$ cat config.mk
export PLATFORM = sky130hd
export DESIGN_NAME = serial_comparator
export DESIGN_NICKNAME = d
export VERILOG_FILES = /design/src/rtl/serial_comparator.sv
export SDC_FILE = /design/constraint.sdc
export NUM_CORES = 1
export LEC_CHECK = 0
export BUFFER_PORTS_ARGS = -buffer_cell sky130_fd_sc_hd__buf_4
export CORE_MARGIN = 1.5
export CORE_UTILIZATION = 50
export DETAILED_ROUTE_END_ITERATION = 8
export PLACE_DENSITY = 0.79
export SLEW_MARGIN = 20
export SYNTH_ARGS = -nofsm -noshare
export SYNTH_HDL_FRONTEND = slang
export SYNTH_SLANG_ARGS = --single-unit
$ cat constraint.sdc
create_clock -name clk -period 1.8 [get_ports clk]
set_input_delay 0.27 -clock clk [delete_from_list [all_inputs] [get_ports clk]]
set_output_delay 0.27 -clock clk [all_outputs]
set_load 0.1 [all_outputs]
$ cat src/rtl/serial_comparator.sv
// Bit-serial unsigned magnitude comparator: walks both operands MSB-first and
// stops at the first differing bit, reporting lesser/greater/equal with a done pulse.
module serial_comparator #(
    parameter int N = 32
) (
    input  logic         clk,
    input  logic         rst_n,
    input  logic         start,
    input  logic [N-1:0] a,
    input  logic [N-1:0] b,
    output logic         busy,
    output logic         done,
    output logic         lesser,
    output logic         greater,
    output logic         equal
);

    // Wide enough to hold the value N itself, so the load never wraps.
    localparam int CW = $clog2(N + 1);

    typedef enum logic [1:0] {
        IDLE,
        SHIFT,
        DONE
    } state_e;

    state_e         state_q, state_d;
    logic [N-1:0]   a_sh_q, a_sh_d;
    logic [N-1:0]   b_sh_q, b_sh_d;
    logic [CW-1:0]  cnt_q, cnt_d;
    logic           busy_q, busy_d;
    logic           done_q, done_d;
    logic           lesser_q, lesser_d;
    logic           greater_q, greater_d;
    logic           equal_q, equal_d;

    always_comb begin
        // NOTE: every signal gets its hold value first so no path through the case infers a latch.
        state_d   = state_q;
        a_sh_d    = a_sh_q;
        b_sh_d    = b_sh_q;
        cnt_d     = cnt_q;
        busy_d    = busy_q;
        done_d    = done_q;
        lesser_d  = lesser_q;
        greater_d = greater_q;
        equal_d   = equal_q;

        case (state_q)
            IDLE: begin
                if (start) begin
                    a_sh_d  = a;
                    b_sh_d  = b;
                    cnt_d   = CW'(N);
                    busy_d  = 1'b1;
                    state_d = SHIFT;
                end
            end
            SHIFT: begin
                a_sh_d = a_sh_q << 1;
                b_sh_d = b_sh_q << 1;
                cnt_d  = cnt_q - CW'(1);
                if (a_sh_q[N-1] != b_sh_q[N-1]) begin
                    greater_d = a_sh_q[N-1];
                    lesser_d  = ~a_sh_q[N-1];
                    equal_d   = 1'b0;
                    busy_d    = 1'b0;
                    done_d    = 1'b1;
                    state_d   = DONE;
                end else if (cnt_q == CW'(1)) begin
                    greater_d = 1'b0;
                    lesser_d  = 1'b0;
                    equal_d   = 1'b1;
                    busy_d    = 1'b0;
                    done_d    = 1'b1;
                    state_d   = DONE;
                end
            end
            DONE: begin
                done_d  = 1'b0;
                state_d = IDLE;
            end
            default: begin
                busy_d  = 1'b0;
                done_d  = 1'b0;
                state_d = IDLE;
            end
        endcase
    end

    // NOTE: sequential state uses non-blocking assignments so all flops update from pre-edge values.
    always_ff @(posedge clk or negedge rst_n) begin
        if (!rst_n) begin
            state_q   <= IDLE;
            a_sh_q    <= '0;
            b_sh_q    <= '0;
            cnt_q     <= '0;
            busy_q    <= 1'b0;
            done_q    <= 1'b0;
            lesser_q  <= 1'b0;
            greater_q <= 1'b0;
            equal_q   <= 1'b0;
        end else begin
            state_q   <= state_d;
            a_sh_q    <= a_sh_d;
            b_sh_q    <= b_sh_d;
            cnt_q     <= cnt_d;
            busy_q    <= busy_d;
            done_q    <= done_d;
            lesser_q  <= lesser_d;
            greater_q <= greater_d;
            equal_q   <= equal_d;
        end
    end

    assign busy    = busy_q;
    assign done    = done_q;
    assign lesser  = lesser_q;
    assign greater = greater_q;
    assign equal   = equal_q;

endmodule
==> results of run 1 <==
==> layout make-up <==
type                    count  area [sq um]  area share, %
repair buffers             86           673           15.6
multi-input cells         233          1390           32.4
clock buffers              10           138           3.20
flip-flops and latches     77          1930           44.8
inverters                   9          33.8          0.785
clock inverters             6          38.8          0.901
well taps                  80           100           2.33
==> flip-flops by register name, indices dropped and copies added (netlist names) <==
name and flops:
state_q 2, busy 1, a_sh_q 32, lesser 1
greater 1, equal 1, b_sh_q 32, cnt_q 6
done 1
==> worst max-delay path: stages (launching register included) <==
cell and delay, ns:
dfrtp_1 0.40, buf_4 0.35, and2b_2 0.26, nand2_1 0.10
nor3_1 0.20, mux2i_1 0.21
==> metrics by stage <==
step / worst slack, ns / hold WS [ns] / cell area [sq um] / util (%) / std cells
CTS: 0.229 / 0.160 / 4300 / 63.7 / 501
global placement: 0.277 / 0.257 / 4120 / 60.9 / 484
finish: 0.221 / 0.169 / 4300 / 63.7 / 501
floorplan: 0.332 / -0.0256 / 3480 / - / 352
detailed placement: 0.243 / 0.254 / 4120 / 60.9 / 484
global route: 0.0909 / 0.175 / 4300 / 63.7 / 501
==> cells in the mapped netlist (2+ instances only) <==
master    count  area share [%]
o21ai_0      31             4.5
ha_1          4             1.4
o22ai_1      71              13
dfrtp_1      77              55
buf_1         6            0.65
a21oi_1      37             5.3
inv_1         8            0.86
nand2_1      34             3.7
o21ai_1       6            0.86
o211ai_1      2            0.43
nor2_1        2            0.22
buf_2         9             1.3
a22oi_1      27             5.8
nor2b_1       3            0.54
clkbuf_1     18             1.9
mux2_4        2            0.86
nor3_1        3            0.43
==> power by group through the flow <==
stage,clock network [uW],registers (uW),logic (uW)
floorplan,0,3300,2000
global placement,0,3090,2960
detailed placement,0,3130,3070
CTS,1190,3110,3070
global route,1270,3210,3380
finish,1160,3110,3050
==> kinds of logic after synthesis <==
logic type	after synthesis	share of synthesized area, %
buf+inv	42	4.85
compound gates	179	31.1
flops	77	55.3
simple gates	47	6.14
fa+ha+maj	4	1.44
mux	3	1.15
==> timing repair <==
action	4_1_cts	5_1_grt
endpoints found under the setup margin	0	0
hold endpoints to repair	34	0
hold buffers	1	0
==> layout by cell type, fill, tap and decap left out, types with 3 or more instances in the layout <==
cell type / Yosys / final
nor3_1: 3 / 3
clkinv_2: 0 / 3
o22ai_1: 71 / 71
clkbuf_8: 0 / 10
a21oi_1: 37 / 37
a22oi_1: 27 / 27
nand2_1: 34 / 34
o21ai_0: 31 / 31
buf_4: 0 / 83
o21ai_1: 6 / 5
dfrtp_1: 77 / 77
inv_1: 8 / 8
ha_1: 4 / 4
==> routing by layer <==
layer | global-route usage (%) | wire length (um) | vias to the layer above
met1 | 30.8 | 3590 | 1480
met2 | 36.8 | 3820 | 93
met3 | 5.33 | 502 | 17
met4 | 10.9 | 210 | 0
met5 | 0 | 0 | -
li1 | - | - | 1461
==> worst min-delay path by stage <==
stage                     slack (ns)          to  depth (start not counted)
final                           0.17   b_sh_q[0]                          2
after global routing            0.17   b_sh_q[0]                          2
after CTS                       0.16   b_sh_q[0]                          2
after detailed placement        0.25  b_sh_q[15]                          1
after global placement          0.26  b_sh_q[15]                          1
after floorplan                -0.03   a_sh_q[0]                          0
==> results.tsv, run 1 <==
stage	metric	value	unit
synth	synthesized netlist cell count	352	
worst_setup_path	kind of end point of the critical path	flop	
synth	count of different cell masters after synthesis	29	
clock_tree	number of buffers inserted to repair setup after CTS	0	
worst_setup_path	critical path class	reg -> reg	
worst_setup_path	critical path launch point type	flop	
synth	syn nets	423	
worst_setup_path	required arrival time at the worst endpoint	2.07	ns
clock_tree	number of buffers on the longest clock path	2	
synth	number of synthesized flops with an enable pin	0	
place	Placer Congestion	0.964	
synth	share of async-settable or async-resettable flops after synthesis	100	%
die	chip width	86.5	um
die	core region area	6760	sq um
synth	number of synthesized register bits	77	
route	WL per Instance	16.2	um
worst_setup_path	R2R depth	5	
power	sequential group share of total power	42.5	%
worst_setup_path	worst reg2reg startpoint	state_q[0]	
sta	period utilisation layout	87.7	%
die	number of rows created at floorplan	30	
die	effective utilization at floorplan	51.5	%
sta	final hold violation count	0	
sta	setup repair after global routing missed its margin	no	
sta	post-layout minimum cycle time	1.58	ns
power	cell area power density	1700	nW/um^2
synth	number of warnings issued by yosys	0	
place	# port buffers	71	
final_layout	share of cells above drive strength 1	26.1	%
clock_tree	clock edge transition at the registers on the reported setup and hold paths	0.08	ns
power	NetSw	3040	uW
place	detailed-placement wirelength estimate	5.45	mm
route	DR DRC count	0	
clock_tree	post-cts sizing count	0	
grt	first-pass GRT wire length	13.7	mm
synth	primary flip-flop cell chosen by synthesis mapping	dfrtp_1	
synth	sequential area share after synthesis	55.3	%
sta	final sum of negative setup slack	0	ns
sta	max-slew violation count	0	
clock_tree	CTS Buf Count	9	
flow_run	Max Cap Viol	0	
synth	combined area of all synthesized cells	3480	sq um
worst_setup_path	crit-path max FO	34	
route	DR vias	3051	
clock_tree	Root Buffer	clkbuf_8	
final_layout	area growth from synthesis to layout	23.6	%
power	switching share of total power	41.5	%
sta	maximum frequency from static timing analysis	633	MHz
power	share of power burned in combinational logic	41.6	%
final_layout	number of filler cells placed in the layout	567	
sta	transition at the pin with the smallest max-transition slack	0.491	ns
final_layout	antenna fix cells	0	
grt	largest net degree at the start of global routing	44	
route	wire length after detailed routing	8.13	mm
grt	antenna violations before repair	0	
power	cell-internal power	4290	uW
synth	syn_area_per_cell	9.89	sq um
final_layout	number of nets in the layout	487	
die	Die ar.	7470	sq um
power	worst IR drop on VDD	0.807	mV
power	Tot Pwr	7330	uW
route	Post-DRT Antenna Nets	0	
grt	via count of the first global-routing pass	2991	
die	num ports	72	
route	first-pass iteration count of the detailed router	5	
grt	Congestion Overflow GR	0	
sta	final worst clock skew	0.00709	ns
worst_setup_path	worst-case register-to-register setup slack	0.22	ns
clock_tree	CTS H-Tree Depth	3	
die	Die Ht	86.5	um
clock_tree	TritonCTS clock tree	yes	
sta	setup violators final	0	
clock_tree	number of sinks driven by the clock tree	77	
sta	headroom to the max-slew limit	67.2	%
route	Avg Vias per Cell	6.09	
power	static power due to leakage	0.00186	uW
clock_tree	Skew-Pair Late Insertion Delay	0.35	ns
worst_hold_path	HP Start	b[0]	
worst_setup_path	crit path to	cnt_q[4]	
route	number of DRC violations after detailed-routing iteration 0	205	
worst_hold_path	worst hold-check path type	in -> reg	
power	part of the total power dissipated in the clock network	15.9	%
grt	Total Routing Usage GR	23.3	%
worst_setup_path	crit path launch	state_q[0]	
worst_setup_path	arrival time at the worst endpoint	1.85	ns
worst_setup_path	reg-to-reg endpoint	cnt_q[4]	
run_status	run status	completed	
(Power assumes the default switching activity.)
==> run 2: changes to the inputs <==
Settings changed: CORE_MARGIN 1.5 to default.
==> run 2 against run 1 <==
Wire length shrank 2.1%. Setup slack gained 0.041 ns. Fmax grew 2.7%. Global-route usage grew 0.57 points. Clock-buffer cell count is the same. Via count shrank 0.95%. Clock power grew 15%. Power grew 1.8%. Critical path type unchanged. Largest cell class unchanged.
==> results.tsv, run 2 (synthesis gave the netlist of run 1 again) <==
stage	metric	value	unit	change
place	detailed-placement wirelength estimate	5.17	mm	was 5.45 mm
final_layout	number of nets in the layout	488		was 487
worst_setup_path	required arrival time at the worst endpoint	2.09	ns	was 2.07 ns
power	cell area power density	1730	nW/um^2	was 1700 nW/um^2
route	DR vias	3022		was 3051
power	sequential group share of total power	41.5	%	was 42.5%
worst_setup_path	arrival time at the worst endpoint	1.83	ns	was 1.85 ns
clock_tree	Skew-Pair Late Insertion Delay	0.36	ns	was 0.35 ns
worst_setup_path	critical path class	reg -> reg		unchanged
clock_tree	clock edge transition at the registers on the reported setup and hold paths	0.08	ns	about the same
route	first-pass iteration count of the detailed router	6		was 5
worst_setup_path	kind of end point of the critical path	flop		unchanged
power	NetSw	3040	uW	about the same
worst_setup_path	R2R depth	5		unchanged
sta	setup repair after global routing missed its margin	no		unchanged
die	number of rows created at floorplan	30		unchanged
sta	transition at the pin with the smallest max-transition slack	0.469	ns	was 0.491 ns
grt	largest net degree at the start of global routing	48		was 44
sta	post-layout minimum cycle time	1.54	ns	was 1.58 ns
worst_hold_path	cell depth of the worst hold path	2		unchanged
power	cell-internal power	4430	uW	was 4290 uW
clock_tree	Root Buffer	clkbuf_8		unchanged
die	effective utilization at floorplan	51.5	%	unchanged
die	Die ar.	7300	sq um	was 7470 sq um
sta	max-slew violation count	0		unchanged
place	# port buffers	71		unchanged
sta	setup violators final	0		unchanged
grt	Congestion Overflow GR	0		unchanged
route	DR DRC count	0		unchanged
grt	first-pass GRT wire length	13.6	mm	was 13.7 mm
route	Post-DRT Antenna Nets	0		unchanged
final_layout	leading cell types in the layout, fill and taps excluded	buf_4, dfrtp_1, o22ai_1, a21oi_1, nand2_1		unchanged
route	Avg Vias per Cell	6.02		was 6.09
die	chip width	85.5	um	was 86.5 um
die	num ports	72		unchanged
power	worst IR drop on VDD	0.762	mV	was 0.807 mV
clock_tree	CTS H-Tree Depth	3		unchanged
power	static power due to leakage	0.00187	uW	was 0.00186 uW
sta	headroom to the max-slew limit	68.7	%	was 67.2%
run_status	run status	completed		unchanged
final_layout	most common cell after layout, fill and taps aside	buf_4		unchanged
place	Placer Congestion	0.808		was 0.964
worst_setup_path	crit-path max FO	20		was 34
die	Die Ht	85.5	um	was 86.5 um
final_layout	largest registers	a_sh_q (32), b_sh_q (32), cnt_q (6)		unchanged
final_layout	share of cells above drive strength 1	26.3	%	was 26.1%
sta	final sum of negative setup slack	0	ns	unchanged
clock_tree	TritonCTS clock tree	yes		unchanged
final_layout	area growth from synthesis to layout	24.1	%	was 23.6%
power	share of power burned in combinational logic	40.7	%	was 41.6%
worst_setup_path	critical path launch point type	flop		unchanged
sta	maximum frequency from static timing analysis	650	MHz	was 633 MHz
grt	via count of the first global-routing pass	2833		was 2991
route	wire length after detailed routing	7.96	mm	was 8.13 mm
power	part of the total power dissipated in the clock network	17.8	%	was 15.9%
flow_run	Max Cap Viol	0		unchanged
final_layout	number of filler cells placed in the layout	573		was 567
final_layout	antenna fix cells	0		unchanged
final_layout	core utilization of the finished layout	64.0	%	was 63.7%
clock_tree	CTS Buf Count	9		unchanged
route	WL per Instance	15.9	um	was 16.2 um
worst_hold_path	worst hold-check path type	in -> reg		unchanged
sta	final hold violation count	0		unchanged
route	number of DRC violations after detailed-routing iteration 0	134		was 205
sta	period utilisation layout	85.4	%	was 87.7%
die	core region area	6760	sq um	unchanged
grt	antenna violations before repair	0		unchanged
grt	Total Routing Usage GR	23.9	%	was 23.3%
power	switching share of total power	40.7	%	was 41.5%
clock_tree	number of sinks driven by the clock tree	77		unchanged
sta	final worst clock skew	0.00575	ns	was 0.00709 ns
clock_tree	number of buffers on the longest clock path	2		unchanged
-- run 2: cell types whose count changed in the layout (fill, tap and decap cells not counted), sizes merged --
| cell | change |
|---|---|
| clkinv | -2 |
| buf | +1 |
| bufinv | +1 |
| clkinvlp | +1 |
-- run 2: final timing paths --
| check | startpoint | to | slack [ns] |
|---|---|---|---|
| max reg2reg | state_q[1] | a_sh_q[10] | 0.26 |
| min reg2reg | b_sh_q[16] | b_sh_q[16] | 0.49 |
| min in group asynchronous | rst_n | b_sh_q[15] | 0.38 |
| max in group asynchronous | rst_n | a_sh_q[13] | 0.84 |
| min | b[0] | b_sh_q[0] | 0.15 |
| max | state_q[1] | a_sh_q[10] | 0.26 |
-- run 2: per-layer routing --
metal	share of wire [%]	vias up	track usage [%]	wire [um]
met1	46	1446	34.2	3650
met5	0	-	0	0
met2	46	101	35.6	3700
met4	1.4	0	10.0	108
li1	-	1466	-	-
met3	6.3	9	4.86	499
-- run 2: power groups by stage --
stage | Sequential (uW) | Combinational, uW | Clock, uW
after floorplan | 3300 | 2000 | 0
after global placement | 3090 | 2950 | 0
after detailed placement | 3120 | 3040 | 0
after CTS | 3100 | 3050 | 1350
after global routing | 3220 | 3410 | 1420
final | 3100 | 3040 | 1330
-- run 2: final cells by class --
cell class / count / area [sq um] / share of cell area, %
flip-flops and latches: 77 / 1930 / 44.6
multi-input cells: 233 / 1390 / 32.2
repair buffers: 87 / 668 / 15.5
clock buffers: 10 / 138 / 3.18
well taps: 80 / 100 / 2.32
clock inverters: 6 / 62.6 / 1.45
inverters: 9 / 33.8 / 0.782
-- run 2: repair_timing --
item	CTS	global route
endpoints found under the hold margin	30	0
hold buffers	1	0
gates resized for setup	0	0
setup buffers	0	0
-- run 2: metrics by stage --
| step | instance area (sq um) | std cells | setup slack (ns) | power [uW] | hold WS, ns |
|---|---|---|---|---|---|
| after floorplan | 3480 | 352 | 0.332 | 5300 | -0.0256 |
| after detailed placement | 4110 | 485 | 0.272 | 6160 | 0.232 |
| final | 4320 | 502 | 0.262 | 7460 | 0.152 |
| after global routing | 4320 | 502 | 0.0749 | 8050 | 0.180 |
| after global placement | 4110 | 485 | 0.293 | 6040 | 0.232 |
| after CTS | 4320 | 502 | 0.236 | 7500 | 0.142 |
-- run 2: worst max-delay path, cell delays in order, from the launching register on --
cell     delay, ns
dfrtp_1       0.48
inv_2         0.06
nand2_1       0.36
buf_4         0.33
o22ai_1       0.10
a21oi_1       0.13
==> run 3: changes to the inputs <==
Settings changed: RECOVER_POWER from default to 100.
==> run 3 against run 2 <==
Combinational power shrank 4%. Sequential power hardly changed. Core utilization down 0.76 points. Hold slack got worse by 0.00079 ns. Fmax is 4.9% lower. Critical path depth decreased by 1. Clock-buffer cell count is the same. Via count is 0.36% higher. Setup slack got worse by 0.079 ns. Highest routed layer unchanged. Wire length increased by 0.67%. First-iteration DRC count grew 1.5%. Final cell count is the same.
==> results.tsv, run 3 (synthesis gave the netlist of run 1 again) <==
stage	metric	value	unit	change
final_layout	Finished Layout Cells	502		unchanged
final_layout	area used by multi-input combinational logic	1370	sq um	was 1390 sq um
grt	largest net degree at the start of global routing	48		unchanged
route	number of DRC violations after detailed-routing iteration 0	136		was 134
sta	post-layout minimum cycle time	1.62	ns	was 1.54 ns
grt	first-pass GRT wire length	13.6	mm	unchanged
worst_setup_path	required arrival time at the worst endpoint	2.04	ns	was 2.09 ns
clock_tree	CTS H-Tree Depth	3		unchanged
grt	routing usage on met1	34.2	%	unchanged
power	worst IR drop on VDD	0.762	mV	about the same
power	cell area power density	1720	nW/um^2	was 1730 nW/um^2
place	number of placed cells counting well taps	485		unchanged
sta	transition at the pin with the smallest max-transition slack	0.764	ns	was 0.469 ns
grt	Total Routing Usage GR	23.9	%	unchanged
sta	final hold violation count	0		unchanged
route	Post-DRT Antenna Nets	0		unchanged
worst_hold_path	hold-critical path endpoint	b_sh_q[0]		unchanged
final_layout	largest registers	a_sh_q (32), b_sh_q (32), cnt_q (6)		unchanged
die	Die ar.	7300	sq um	unchanged
clock_tree	Skew-Pair Late Insertion Delay	0.36	ns	about the same
worst_hold_path	worst hold-check path type	in -> reg		unchanged
die	num ports	72		unchanged
worst_setup_path	kind of end point of the critical path	flop		unchanged
final_layout	number of nets in the layout	488		unchanged
die	number of rows created at floorplan	30		unchanged
route	DR DRC count	0		unchanged
flow_run	Max Cap Viol	0		unchanged
worst_setup_path	reg-to-reg endpoint	greater		was a_sh_q[10]
clock_tree	clock edge transition at the registers on the reported setup and hold paths	0.08	ns	about the same
final_layout	most common cell after layout, fill and taps aside	dfrtp_1		was buf_4
final_layout	share of cells above drive strength 1	25.4	%	was 26.3%
worst_setup_path	worst-case register-to-register setup slack	0.18	ns	was 0.26 ns
sta	max-slew violation count	0		unchanged
grt	met2 usage	35.6	%	unchanged
worst_setup_path	crit-path max FO	5		was 20
clock_tree	TritonCTS clock tree	yes		unchanged
sta	post-layout worst setup margin	0.183	ns	was 0.262 ns
worst_hold_path	HP Start	b[0]		unchanged
clock_tree	number of buffers on the longest clock path	2		unchanged
run_status	run status	completed		unchanged
place	worst slack, placed	0.272	ns	unchanged
sta	period utilisation layout	89.8	%	was 85.4%
clock_tree	number of sinks driven by the clock tree	77		unchanged
grt	antenna violations before repair	0		unchanged
die	core region area	6760	sq um	unchanged
die	chip width	85.5	um	unchanged
grt	via count of the first global-routing pass	2833		unchanged
sta	Hold WS	0.151	ns	was 0.152 ns
worst_setup_path	worst reg2reg startpoint	cnt_q[3]		was state_q[1]
worst_hold_path	cell depth of the worst hold path	2		unchanged
sta	maximum frequency from static timing analysis	619	MHz	was 650 MHz
grt	Congestion Overflow GR	0		unchanged
place	detailed-placement wirelength estimate	5.17	mm	unchanged
worst_setup_path	critical path class	reg -> reg		unchanged
place	# port buffers	71		unchanged
route	wire length after detailed routing	8.01	mm	was 7.96 mm
worst_setup_path	arrival time at the worst endpoint	1.86	ns	was 1.83 ns
final_layout	number of filler cells placed in the layout	588		was 573
clock_tree	CTS Buf Count	9		unchanged
worst_setup_path	critical path launch point type	flop		unchanged
final_layout	area growth from synthesis to layout	22.6	%	was 24.1%
sta	headroom to the max-slew limit	49.1	%	was 68.7%
power	static power due to leakage	0.00184	uW	was 0.00187 uW
final_layout	sequential cell area	1930	sq um	unchanged
final_layout	leading cell types in the layout, fill and taps excluded	dfrtp_1, buf_4, o22ai_1, a21oi_1		was buf_4, dfrtp_1, o22ai_1, a21oi_1, nand2_1
die	effective utilization at floorplan	51.5	%	unchanged
sta	setup repair after global routing missed its margin	no		unchanged
place	Placer Congestion	0.808		unchanged
power	Tot Pwr	7340	uW	was 7460 uW
route	DR vias	3033		was 3022
route	Avg Vias per Cell	6.04		was 6.02
grt	busiest grt layer	met2		unchanged
final_layout	antenna fix cells	0		unchanged
clock_tree	Root Buffer	clkbuf_8		unchanged
route	WL per Instance	16.0	um	was 15.9 um
grt	met3 GRT Util	4.86	%	unchanged
sta	final worst clock skew	0.00546	ns	was 0.00575 ns
worst_setup_path	R2R depth	4		was 5
route	first-pass iteration count of the detailed router	4		was 6
die	Die Ht	85.5	um	unchanged
sta	final sum of negative setup slack	0	ns	unchanged
sta	setup violators final	0		unchanged
==> run 3: layout make-up <==
cell class	instances	share of cell area (%)
Clock inverter	6	1.46
Sequential cell	77	45.1
Timing Repair Buffer	87	14.9
Clock buffer	10	3.22
Tap cell	80	2.34
Multi-Input combinational cell	233	32.1
Inverter	9	0.791
==> run 3: worst max-delay path by stage <==
stage,start,end,slack [ns],depth (start not counted)
floorplan,cnt_q[3],greater,0.33,4
global placement,state_q[1],a_sh_q[10],0.29,5
detailed placement,state_q[1],a_sh_q[10],0.27,5
CTS,state_q[1],a_sh_q[10],0.24,5
global route,state_q[1],b_sh_q[20],0.05,6
finish,cnt_q[3],greater,0.18,4
==> run 3: metrics by stage <==
stage / instance area [sq um] / utilization (%)
after floorplan: 3480 / -
after global placement: 4110 / 60.9
after detailed placement: 4110 / 60.9
after CTS: 4320 / 64.0
after global routing: 4270 / 63.2
final: 4270 / 63.2
==> run 3: worst max-delay path, stage by stage, from the launching register on <==
cell and delay (ns):
dfrtp_1 0.41, or3_1 0.44, o21ai_4 0.19, nand2_1 0.13
mux2_1 0.33
==> run 3: power by group <==
part	switching [uW]	internal (uW)	total [uW]	leakage, uW
registers	564	2530	3100	0.000903
clock network	653	672	1330	0.0000943
logic	1800	1130	2920	0.000846
total	3010	4330	7340	0.00184
==> run 3: timing repair <==
| item | 4_1_cts | 5_1_grt |
|---|---|---|
| gates resized for setup | 0 | 0 |
| buffers inserted | 0 | 0 |
| hold buffers | 1 | 0 |
| hold endpoints to repair | 30 | 0 |
==> run 3: per-layer routing <==
| metal | vias to the layer above | routed length, um |
|---|---|---|
| li1 | 1461 | - |
| met1 | 1464 | 3710 |
| met2 | 98 | 3690 |
| met3 | 10 | 492 |
| met4 | 0 | 115 |
| met5 | - | 0 |
